$ cat src/rtl/cp_ifetch.sv
// rtl/cp_ifetch.sv - control-processor instruction fetch stage with one-entry stall hold register
// Optional macro CP_IF_FAST_REDIRECT_EN: branch target bypasses straight onto the imem address.
module cp_ifetch #(
  parameter int PC_WIDTH   = 13,
  parameter int INST_WIDTH = 28
) (
  input  logic                  iClk,
  input  logic                  iReset,
  input  logic                  iEnable,
  input  logic [PC_WIDTH-1:0]   iStart_PC,
  input  logic                  iStall,
  input  logic                  iBranch_Valid,
  input  logic [PC_WIDTH-1:0]   iBranch_Target,
  output logic [PC_WIDTH-1:0]   oIF_IMEM_Addr,
  input  logic [INST_WIDTH-1:0] iIMEM_IF_Instruction,
  output logic                  oIF_ID_Valid,
  output logic [INST_WIDTH-1:0] oIF_ID_Instruction,
  output logic [PC_WIDTH-1:0]   oIF_ID_PC
);

  typedef enum logic {IDLE = 1'b0, RUN = 1'b1} state_e;

  state_e                  state_q, state_d;
  logic [PC_WIDTH-1:0]     fetch_pc_q, fetch_pc_d;
  logic [PC_WIDTH-1:0]     resp_pc_q, resp_pc_d;
  logic                    resp_valid_q, resp_valid_d;
  logic                    holding_q, holding_d;
  logic [INST_WIDTH-1:0]   hold_q, hold_d;

  always_ff @(posedge iClk or posedge iReset) begin
    if (iReset) begin
      state_q      <= IDLE;
      fetch_pc_q   <= '0;
      resp_pc_q    <= '0;
      resp_valid_q <= 1'b0;
      holding_q    <= 1'b0;
      hold_q       <= '0;
    end else begin
      state_q      <= state_d;
      fetch_pc_q   <= fetch_pc_d;
      resp_pc_q    <= resp_pc_d;
      resp_valid_q <= resp_valid_d;
      holding_q    <= holding_d;
      hold_q       <= hold_d;
    end
  end

  // Priority in RUN: halt, then branch, then stall, then advance.
  always_comb begin
    state_d      = state_q;
    fetch_pc_d   = fetch_pc_q;
    resp_pc_d    = resp_pc_q;
    resp_valid_d = resp_valid_q;
    holding_d    = holding_q;
    hold_d       = hold_q;
    if (state_q == IDLE) begin
      if (iEnable) begin
        state_d    = RUN;
        fetch_pc_d = iStart_PC;
      end
    end else if (!iEnable) begin
      state_d      = IDLE;
      resp_valid_d = 1'b0;
      holding_d    = 1'b0;
    end else if (iBranch_Valid) begin
      holding_d = 1'b0;
`ifdef CP_IF_FAST_REDIRECT_EN
      fetch_pc_d   = iBranch_Target + PC_WIDTH'(1);
      resp_pc_d    = iBranch_Target;
      resp_valid_d = 1'b1;
`else
      fetch_pc_d   = iBranch_Target;
      resp_valid_d = 1'b0;
`endif
    end else if (iStall) begin
      // imem output moves on to the next address after this cycle, so capture it now.
      if (resp_valid_q && !holding_q) begin
        hold_d    = iIMEM_IF_Instruction;
        holding_d = 1'b1;
      end
    end else begin
      fetch_pc_d   = fetch_pc_q + PC_WIDTH'(1);
      resp_pc_d    = fetch_pc_q;
      resp_valid_d = 1'b1;
      holding_d    = 1'b0;
    end
  end

`ifdef CP_IF_FAST_REDIRECT_EN
  assign oIF_IMEM_Addr = iBranch_Valid ? iBranch_Target : fetch_pc_q;
`else
  assign oIF_IMEM_Addr = fetch_pc_q;
`endif

  assign oIF_ID_Instruction = holding_q ? hold_q : iIMEM_IF_Instruction;
  assign oIF_ID_PC          = resp_pc_q;
  assign oIF_ID_Valid       = (state_q == RUN) && (holding_q || resp_valid_q);

endmodule

$ cat config.mk
export PLATFORM = sky130hd
export DESIGN_NAME = cp_ifetch
export DESIGN_NICKNAME = d
export VERILOG_FILES = /design/src/rtl/cp_ifetch.sv
export SDC_FILE = /design/constraint.sdc
export NUM_CORES = 1
export LEC_CHECK = 0
export BUFFER_PORTS_ARGS = -buffer_cell sky130_fd_sc_hd__buf_2
export CAP_MARGIN = 20
export CORE_ASPECT_RATIO = 1.75
export CORE_MARGIN = 2
export CORE_UTILIZATION = 30
export CTS_CLUSTER_DIAMETER = 50
export DETAILED_ROUTE_END_ITERATION = 8
export GPL_ROUTABILITY_DRIVEN = 0
export PLACE_DENSITY = 0.63
export SYNTH_ARGS = -nofsm -noshare
export SYNTH_HDL_FRONTEND = slang
export SYNTH_SLANG_ARGS = --single-unit
$ cat constraint.sdc
create_clock -name iClk -period 1.65 [get_ports iClk]
set_input_delay 0.0825 -clock iClk [delete_from_list [all_inputs] [get_ports iClk]]
set_output_delay 0.0825 -clock iClk [all_outputs]
set_load 0.03 [all_outputs]
==> summary.md, run 1 <==
| Metric | Value |
|---|---|
| Status | `completed` |
| CP endpoint kind | `output port` |
| Netlist cell types | `44` |
| Port-buffer cells | `between 100 and 150` |
| Pwr Density | `1190 nW/um^2` |
| Max_cap viols | `0` |
| Routed Antenna Nets | `0` |
| Post-layout min period | `1.57 ns` |
| Core ar. | `9730 um^2` |
| WP data arrival | `about 1.5 ns` |
| Sequential fraction of the synthesis area | `0.481` |
| Final wirelength | `8080 um` |
| Post-DP HPWL | `5980 um` |
| Fin cells | `537` |
| Synth Warn # | `0` |
| Leakage | `about 2 nW` |
| Max_slew headroom | `0.642` |
| Hold Path Class | `in2reg` |
| Aggregate global routing overflow | `0` |
| Sink Count | `57` |
| Post-Syn Area | `about 3000 um^2` |
| Initial antenna violation count | `1` |
| Critical path type | `reg2out` |
| Crit Path Max Fanout | `19` |
| Drt drc | `0` |
| Largest net degree at the start of global routing | `36` |
| Wire per inst | `between 15 and 20 um` |
| Initial Util | `0.305` |
| Final slew viol count | `0` |
| Number of flops mapped to enable cells by yosys | `0` |
| Ratio of final minimum period to clock period | `0.951` |
| Post-Syn Nets | `about 310` |
| Clock Tree Buf Depth | `2` |
| CTS tree | `yes` |
| Placed cells | `500` |
| Global-route wire length before repair | `12700 um` |
| CTS H-tree depth | `3` |
| Final setup vio count | `0` |
| FP Rows | `48` |
| Total Power | `5.13 mW` |
| Clk slew on worst S/H paths | `0.05 ns` |
| Syn_area_per_cell | `about 12 um^2` |
| R2R Setup Slk | `~0.1 ns` |
| Clock latency on the worst-skew pair | `~0.32 ns` |
| Most used DFF post-synth | `dfrtp_1` |
| Fin. Hold Viols | `0` |
| Maximum clock rate | `637 MHz` |
| RSZ-0062 raised after global routing | `false` |
| Fin nets | `467` |
| Die width | `79.2 um` |
| Worst slew pin tran | `about 0.54 ns` |
| TritonCTS buffer count | `9` |
| Area grow syn2layout | `45.6%` |
| Proportion of layout cells with a drive suffix above 1 | `0.557` |
| Cell at the root of the clock tree | `clkbuf_16` |
| Full die area | `between 10000 and 15000 um^2` |
| # IOs | `114` |
| Total number of vias | `2579` |
| Die Ht | `136 um` |
| Initial DRC Count | `66` |
| Critical path launch point type | `register` |
| Mapped Cells | `approximately 250` |
| Layout Skew | `0.00564 ns` |
| Total GRT Usage | `0.156` |
| Number of synthesized register bits | `57` |
| Asr flop ratio synth | `1.00` |
| Worst path required time | `~1.6 ns` |
| Post-CTS Setup Inserts | `0` |
| Avg Vias per Cell | `4.80` |
| Max IR drop VDD | `590 uV` |
| Vias in the first global route | `2635` |
| Detailed Routing Iterations Pass 1 | `4` |
## area by class of cell
cell class / count / area (um^2)
clock buffers: 11 / 243
well taps: 125 / 156
flip-flops and latches: 57 / 1430
multi-input cells: 173 / 1470
diodes: 1 / 2.50
fillers: 965 / 5410
clock inverters: 4 / 20.0
inverters: 8 / 30.0
repair buffers: 158 / 972
## metrics by stage
step | utilization | area [um^2] | worst slack (ns) | hold WS (ns) | TNS (ns)
global placement | 0.394 | 3830 | 0.0449 | 0.149 | 0
CTS | 0.443 | 4310 | 0.0197 | 0.00349 | 0
floorplan | - | 2990 | -0.0713 | 0.114 | -0.0713
global route | 0.444 | 4320 | 0.00818 | 0.00708 | 0
finish | 0.444 | 4320 | 0.0809 | 0.0125 | 0
detailed placement | 0.394 | 3830 | 0.0160 | 0.155 | 0
## per-layer routing
layer | vias up | part of all wire | GRT usage
li1 | 1230 | - | -
met1 | 1265 | 0.38 | 0.168
met2 | 69 | 0.55 | 0.274
met3 | 15 | 0.045 | 0.0340
met4 | 0 | 0.029 | 0.0958
met5 | - | 0 | 0
## Yosys cell counts (2+ instances only)
library cell	n	share of area
a31oi_1	3	0.0063
nand2_1	9	0.011
nand4_1	2	0.0042
inv_1	7	0.0089
o31ai_1	2	0.0051
mux2_1	3	0.011
nand3_1	3	0.0051
xnor2_1	7	0.021
nor2_1	14	0.018
buf_1	3	0.0038
o22ai_1	2	0.0042
a21oi_1	11	0.019
buf_4	4	0.010
mux2_2	66	0.25
buf_2	6	0.010
nor2b_1	4	0.0084
nor3_1	4	0.0067
a211oi_1	2	0.0051
a221oi_1	4	0.012
dfrtp_1	57	0.48
o21ai_0	10	0.017
nand2b_1	2	0.0042
mux2i_1	2	0.0067
and3_1	5	0.011
## final timing paths
kind	from	endpoint	cells past startpoint
min in group asynchronous	iReset	hold_q[18]	3
max in group asynchronous	iReset	oIF_IMEM_Addr[0]	4
max reg2reg	oIF_IMEM_Addr[1]	oIF_IMEM_Addr[10]	5
min reg2reg	hold_q[18]	hold_q[18]	1
max	holding_q	oIF_ID_Instruction[27]	3
min	iIMEM_IF_Instruction[16]	hold_q[16]	2
## cell families after synthesis
kind of cell               after synthesis  share of synthesized area
and+or+nand+nor                         53                      0.102
AOI/OAI and AO/OA                       41                     0.0886
adders and majority gates                1                    0.00422
buffers and inverters                   22                     0.0354
xor gates and xnor gates                 7                     0.0207
muxes                                   71                      0.269
DFF                                     57                      0.481
## sequential cells by signal, indices dropped and copies added, names as in the netlist
signal,flops
hold_q,28
oIF_ID_PC,13
oIF_IMEM_Addr,13
holding_q,1
resp_valid_q,1
state_q,1
## power by group
group          switching (mW)  internal, mW  leakage (nW)
Clock                   0.599          1.03         0.135
Sequential              0.181          1.72         0.709
Combinational           0.907         0.683          1.21
## worst max-delay path, stage by stage (launching register included)
cell and delay (ns):
dfrtp_1 0.38, buf_6 0.23, mux2_2 0.37, buf_2 0.18
## placed cells by master, fill, tap and decap left out, types with 5 or more instances in the layout
| master | instances |
|---|---|
| buf_2 | 113 |
| mux2_2 | 66 |
| dfrtp_1 | 55 |
| buf_4 | 22 |
| dlygate4sd3_1 | 21 |
| nor2_1 | 14 |
| a21oi_1 | 11 |
| o21ai_0 | 10 |
| nand2_1 | 9 |
| clkbuf_16 | 9 |
| xnor2_1 | 7 |
| inv_1 | 6 |
| and3_1 | 5 |
## repair_timing
action / CTS / global route
gates resized for setup: 1 / 2
hold buffers: 21 / 0
endpoints found under the setup margin: 2 / 2
endpoints found under the hold margin: 42 / 0
Power figures use the tool's default switching activity.
==> inputs of run 2 (changes only) <==
Settings changed: ABC_AREA from default to 1.
==> summary.md, run 2 <==
| Metric | Value |
|---|---|
| Layout Skew | `0.00802 ns (+0.00238 ns)` |
| Most used DFF post-synth | `dfrtp_1` |
| Post-Syn Area | `3130 um^2 (+5.5%)` |
| CTS H-tree depth | `3 (unchanged)` |
| Number of flops mapped to enable cells by yosys | `0 (unchanged)` |
| Netlist cell types | `23 (-48%)` |
| Synth area leaders | `dfrtp_1, nand2_1, o21ai_2` |
| Post-Syn Nets | `461 (+48%)` |
| Post-synth top area share | `0.456 (-0.0250)` |
| RSZ-0062 raised after global routing | `false` |
| PnR worst setup slack | `0.152 ns (+0.0710 ns)` |
| Most frequent cells after synthesis | `nand2_1, dfrtp_1, inv_1` |
| Proportion of layout cells with a drive suffix above 1 | `0.347 (-0.210)` |
| WP data arrival | `1.42 ns (-0.07 ns)` |
| Crit Path Max Fanout | `57 (+38)` |
| Syn_area_per_cell | `7.80 um^2 (-34%)` |
| Die Ht | `139 um (+2.6%)` |
| Worst slew pin tran | `0.610 ns (+0.0741 ns)` |
| Initial antenna violation count | `0 (-1)` |
| Worst path required time | `1.57 ns (about the same)` |
| Cell at the root of the clock tree | `clkbuf_16` |
| Die width | `81.2 um (+2.6%)` |
| Fin nets | `575 (+23%)` |
| Placed Area | `3790 um^2 (-0.98%)` |
| Pwr Density | `1220 nW/um^2 (+3.1%)` |
| Global-route wire length before repair | `12700 um (+0.28%)` |
| Final wirelength | `7710 um (-4.6%)` |
| # IOs | `114 (unchanged)` |
| Total Power | `5.03 mW (-1.8%)` |
| RR Startpoint | `oIF_IMEM_Addr[0]` |
| Setup WS pre-CTS | `0.176 ns (+0.160 ns)` |
| Number of flip-flops in the largest register | `28 (unchanged)` |
| Clk slew on worst S/H paths | `0.05 ns (about the same)` |
| Most common cell after layout, fill and taps aside | `buf_2` |
| Avg Vias per Cell | `4.56 (-5.0%)` |
| Sequential fraction of the synthesis area | `0.456 (-0.0250)` |
| Cell taking the most area after synthesis | `dfrtp_1` |
| Maximum clock rate | `668 MHz (+4.7%)` |
| Final non-filler cell area | `4110 um^2 (-4.8%)` |
| Sink Count | `57 (unchanged)` |
| Initial DRC Count | `112 (+70%)` |
| Max_cap viols | `0 (unchanged)` |
| Most numerous cell in the Yosys netlist | `nand2_1` |
| Total GRT Usage | `0.145 (-0.0109)` |
| TritonCTS buffer count | `9 (unchanged)` |
| Clock latency on the worst-skew pair | `0.32 ns (about the same)` |
| Wire per inst | `11.9 um (-21%)` |
| Port-buffer cells | `113 (unchanged)` |
| Routed Antenna Nets | `0 (unchanged)` |
| Mapped Cells | `401 (+59%)` |
| Critical path launch point type | `register` |
| Core ar. | `10200 um^2 (+5.2%)` |
| Total number of vias | `2946 (+14%)` |
| Max IR drop VDD | `752 uV (+27%)` |
| Leakage | `2.15 nW (+4.7%)` |
| Status | `completed` |
| Crit path launch | `holding_q` |
| Max_slew headroom | `0.594 (-0.0489)` |
| Hold Path Class | `in2reg` |
| Post-DP HPWL | `5850 um (-2.2%)` |
| Most frequent cells in the layout | `buf_2, nand2_1, dfrtp_1, inv_1, o21ai_0` |
| Number of synthesized register bits | `57 (unchanged)` |
| Critical path type | `reg2out` |
| Setup TNS | `0 ns (unchanged)` |
| Fin. Hold Viols | `0 (unchanged)` |
| Final setup vio count | `0 (unchanged)` |
| Post-layout min period | `1.50 ns (-0.0710 ns)` |
| Reg2reg path depth | `8 (+3)` |
| Synth Warn # | `0 (unchanged)` |
| Largest net degree at the start of global routing | `58 (+61%)` |
| Hold path depth | `3 (+1)` |
| Vias in the first global route | `2798 (+6.2%)` |
| Clock Tree Buf Depth | `2 (unchanged)` |
| Final slew viol count | `0 (unchanged)` |
| Area grow syn2layout | `31.5%` |
| Final antenna diode count | `0 (-1)` |
| Initial Util | `0.306 (+0.000721)` |
| HP Start | `iIMEM_IF_Instruction[20]` |
| CTS tree | `yes` |
| Aggregate global routing overflow | `0 (unchanged)` |
| Fill cells | `1067 (+11%)` |
| FP Rows | `49 (+2.1%)` |
| Post-CTS Setup Inserts | `0 (unchanged)` |
| Full die area | `11300 um^2 (+5.3%)` |
| Largest Register | `hold_q` |
| Asr flop ratio synth | `1.00 (unchanged)` |
| Hold Slack | `0.0186 ns (+0.00605 ns)` |
| Ratio of final minimum period to clock period | `0.908 (-0.0430)` |
| CP endpoint kind | `output port` |
| Drt drc | `0 (unchanged)` |
| Detailed Routing Iterations Pass 1 | `4 (unchanged)` |
run 2: cell count changes after synthesis, sizes merged, moves of 4 or more:
cell,previous run,this run
inv,8,49
mux2,69,0
xnor2,7,0
clkbuf,1,8
nor3,5,0
nand3,5,17
o21ai,10,79
nand2,9,103
a221oi,4,0
a21oi,11,22
a22oi,0,4
and3,5,0
nor2b,4,0
nor2,15,38
run 2: repair_timing:
item / 4_1_cts / 5_1_grt
gates resized for setup: 0 / 2
setup endpoints to repair: 0 / 28
hold buffers: 2 / 0
hold endpoints to repair: 58 / 0
run 2: cell families after synthesis:
kind of cell,count (synthesis),share of synthesized area
fa+ha+maj,1,0.00400
flops,57,0.456
compound gates,107,0.215
buf+inv,71,0.107
xor+xnor,2,0.00560
simple gates,163,0.213
run 2: routing by layer:
layer,share of wire,vias to the layer above,GRT usage
met3,0.055,12,0.0378
li1,-,1516,-
met5,0,-,0
met4,0.022,0,0.0633
met2,0.53,89,0.259
met1,0.39,1329,0.156
run 2: area by class of cell:
cell class / count / area (um^2) / share of cell area
Sequential cell: 57 / 1430 / 0.347
Clock inverter: 3 / 40.0 / 0.00973
Tap cell: 127 / 159 / 0.0386
Inverter: 49 / 184 / 0.0447
Multi-Input combinational cell: 273 / 1370 / 0.333
Timing Repair Buffer: 125 / 679 / 0.165
Clock buffer: 12 / 256 / 0.0623
run 2: metrics by stage:
step | instances | utilization
after floorplan | 401 | -
after global placement | 629 | 0.370
after detailed placement | 629 | 0.370
after CTS | 646 | 0.401
after global routing | 646 | 0.402
final | 646 | 0.402
run 2: path summary, 6_finish.rpt:
check | endpoint | slack (ns)
worst max-delay path | oIF_ID_Instruction[4] | 0.15
worst min-delay path | hold_q[20] | 0.02
worst max register to register | oIF_IMEM_Addr[10] | 0.17
worst min register to register | oIF_ID_PC[1] | 0.48
max in group asynchronous | oIF_IMEM_Addr[8] | 1.01
min in group asynchronous | hold_q[4] | 0.35
run 2: where the power goes:
part           total (mW)  switching, mW  internal, mW
logic                1.35          0.901         0.452
clock network        1.82          0.590          1.23
registers            1.86          0.182          1.68
total                5.03           1.67          3.36
run 2: worst max-delay path, cell delays in order (launching register included):
cell and delay (ns):
dfrtp_1 0.38, clkbuf_8 0.24, o21ai_0 0.21, buf_2 0.22
==> inputs of run 3 (changes only) <==
Settings changed: BUFFER_PORTS_ARGS -buffer_cell sky130_fd_sc_hd__buf_2 to -buffer_cell sky130_fd_sc_hd__buf_4.
==> summary.md, run 3 (synthesis results as in run 2) <==
| Metric | Value |
|---|---|
| Routed Antenna Nets | `0 (unchanged)` |
| Wire per inst | `12.0 um (+0.93%)` |
| RSZ-0062 raised after global routing | `false` |
| # IOs | `114 (unchanged)` |
| Final setup vio count | `0 (unchanged)` |
| CP cell instances | `inv_2, buf_4, a21oi_1, buf_4` |
| Post-layout min period | `1.55 ns (+0.0563 ns)` |
| Max_cap viols | `0 (unchanged)` |
| WP data arrival | `1.47 ns (+0.05 ns)` |
| CTS tree | `yes` |
| Post-CTS Setup Inserts | `0 (unchanged)` |
| Hold Path Class | `in2reg` |
| Layout Skew | `0.0105 ns (+0.00249 ns)` |
| Initial Util | `0.306 (unchanged)` |
| WHS Endpoint | `hold_q[16]` |
| Clk slew on worst S/H paths | `0.06 ns (about the same)` |
| Fin nets | `574 (-0.17%)` |
| Max_slew headroom | `0.603 (+0.00972)` |
| HP Start | `iIMEM_IF_Instruction[16]` |
| Vias in the first global route | `2819 (+0.75%)` |
| Hold path depth | `3 (unchanged)` |
| Worst slew pin tran | `0.595 ns (-0.0146 ns)` |
| Fin. Hold Viols | `0 (unchanged)` |
| Setup WS pre-CTS | `0.190 ns (+0.0148 ns)` |
| Avg Vias per Cell | `4.59 (+0.68%)` |
| Max IR drop VDD | `584 uV (-22%)` |
| Number of flip-flops in the largest register | `28 (unchanged)` |
| Total number of vias | `2966 (+0.68%)` |
| CTS H-tree depth | `3 (unchanged)` |
| Clock Tree Buf Depth | `2 (unchanged)` |
| Aggregate global routing overflow | `0 (unchanged)` |
| Fill cells | `1092 (+2.3%)` |
| Pwr Density | `1170 nW/um^2 (-4.1%)` |
| Total GRT Usage | `0.147 (+0.00200)` |
| Critical path launch point type | `register` |
| Die Ht | `139 um (unchanged)` |
| Detailed Routing Iterations Pass 1 | `4 (unchanged)` |
| RR Startpoint | `oIF_IMEM_Addr[0]` |
| Largest Register | `hold_q` |
| Most common cell after layout, fill and taps aside | `buf_4` |
| Critical path type | `reg2out` |
| Leakage | `2.23 nW (+3.8%)` |
| Sink Count | `57 (unchanged)` |
| Initial antenna violation count | `0 (unchanged)` |
| Worst path required time | `1.57 ns (about the same)` |
| Largest net degree at the start of global routing | `58 (unchanged)` |
| Initial DRC Count | `113 (+0.89%)` |
| Area grow syn2layout | `40.7%` |
| PnR worst setup slack | `0.0956 ns (-0.0563 ns)` |
| Crit Path Max Fanout | `22 (-61%)` |
| Most frequent cells in the layout | `buf_4, nand2_1, dfrtp_1, inv_1, o21ai_0` |
| Full die area | `11300 um^2 (unchanged)` |
| Worst path slowest cell | `dfrtp_1` |
| Ratio of final minimum period to clock period | `0.942 (+0.0341)` |
| Global-route wire length before repair | `12800 um (+0.71%)` |
| Clock latency on the worst-skew pair | `0.32 ns (about the same)` |
| Crit Reg-Reg Endpoint | `oIF_IMEM_Addr[12]` |
| Reg2reg path depth | `8 (unchanged)` |
| Setup TNS | `0 ns (unchanged)` |
| Drt drc | `0 (unchanged)` |
| Final slew viol count | `0 (unchanged)` |
| R2R Setup Slk | `0.16 ns (about the same)` |
| Proportion of layout cells with a drive suffix above 1 | `0.351 (+0.00385)` |
| Die width | `81.2 um (unchanged)` |
| CP endpoint kind | `output port` |
| Placed Area | `4080 um^2 (+7.6%)` |
| Cell at the root of the clock tree | `clkbuf_16` |
| Critical path's most frequent cell | `buf_4` |
| Largest stage delay, worst path | `0.50 ns (+0.12 ns)` |
| Port-buffer cells | `113 (unchanged)` |
| Final wirelength | `7780 um (+0.93%)` |
| Final antenna diode count | `0 (unchanged)` |
| Post-DP HPWL | `5930 um (+1.4%)` |
| FP Rows | `49 (unchanged)` |
| TritonCTS buffer count | `9 (unchanged)` |
| Status | `completed` |
| Final non-filler cell area | `4400 um^2 (+7.0%)` |
| Maximum clock rate | `643 MHz (-3.6%)` |
| Core ar. | `10200 um^2 (unchanged)` |
run 3: area by class of cell:
class	count	area (um^2)	share of cell area
flip-flops and latches	57	1430	0.324
repair buffers	124	965	0.219
well taps	127	159	0.0361
inverters	49	184	0.0418
multi-input cells	273	1370	0.312
clock inverters	7	71.3	0.0162
clock buffers	9	225	0.0512
run 3: critical path, delay by kind of cell (launching register included):
kind	cells	cell delay (ns)
DFF	1	0.50
buffers and inverters	3	0.47
AOI/OAI and AO/OA	1	0.18
run 3: stage by stage:
| stage | utilization | instances | hold slack (ns) | power (mW) |
|---|---|---|---|---|
| 3_5_place_dp | 0.398 | 628 | 0.178 | 3.40 |
| 5_1_grt | 0.430 | 646 | 0.0157 | 5.49 |
| 6_report | 0.430 | 646 | 0.0224 | 5.16 |
| 3_3_place_gp | 0.398 | 628 | 0.174 | 3.37 |
| 4_1_cts | 0.429 | 646 | 0.00980 | 5.26 |
| 2_1_floorplan | - | 401 | 0.114 | 2.85 |
run 3: repair_timing:
action / in CTS / in global routing
hold buffers: 2 / 0
hold endpoints to repair: 58 / 0
endpoints found under the setup margin: 0 / 27
resized for setup: 0 / 2
run 3: worst max-delay path by stage:
stage / startpoint / end / slack (ns) / depth (start not counted)
detailed placement: oIF_IMEM_Addr[0] / oIF_IMEM_Addr[12] / 0.19 / 8
global route: state_q / oIF_ID_Valid / 0.001 / 4
global placement: oIF_IMEM_Addr[0] / oIF_IMEM_Addr[12] / 0.23 / 8
CTS: holding_q / oIF_ID_Instruction[21] / 0.03 / 4
finish: state_q / oIF_ID_Valid / 0.1 / 4
floorplan: holding_q / oIF_ID_Instruction[25] / 0.13 / 3
run 3: metal layers:
layer | global-route usage | share of wire | up-vias
li1 | - | - | 1516
met1 | 0.156 | 0.38 | 1353
met2 | 0.261 | 0.54 | 84
met3 | 0.0417 | 0.053 | 13
met4 | 0.0660 | 0.026 | 0
met5 | 0 | 0 | -
run 3: where the power goes:
group	internal (mW)	total [mW]	switching, mW	leakage [nW]
registers	1.67	1.86	0.186	0.713
clock network	1.16	1.81	0.645	0.137
logic	0.592	1.50	0.905	1.38
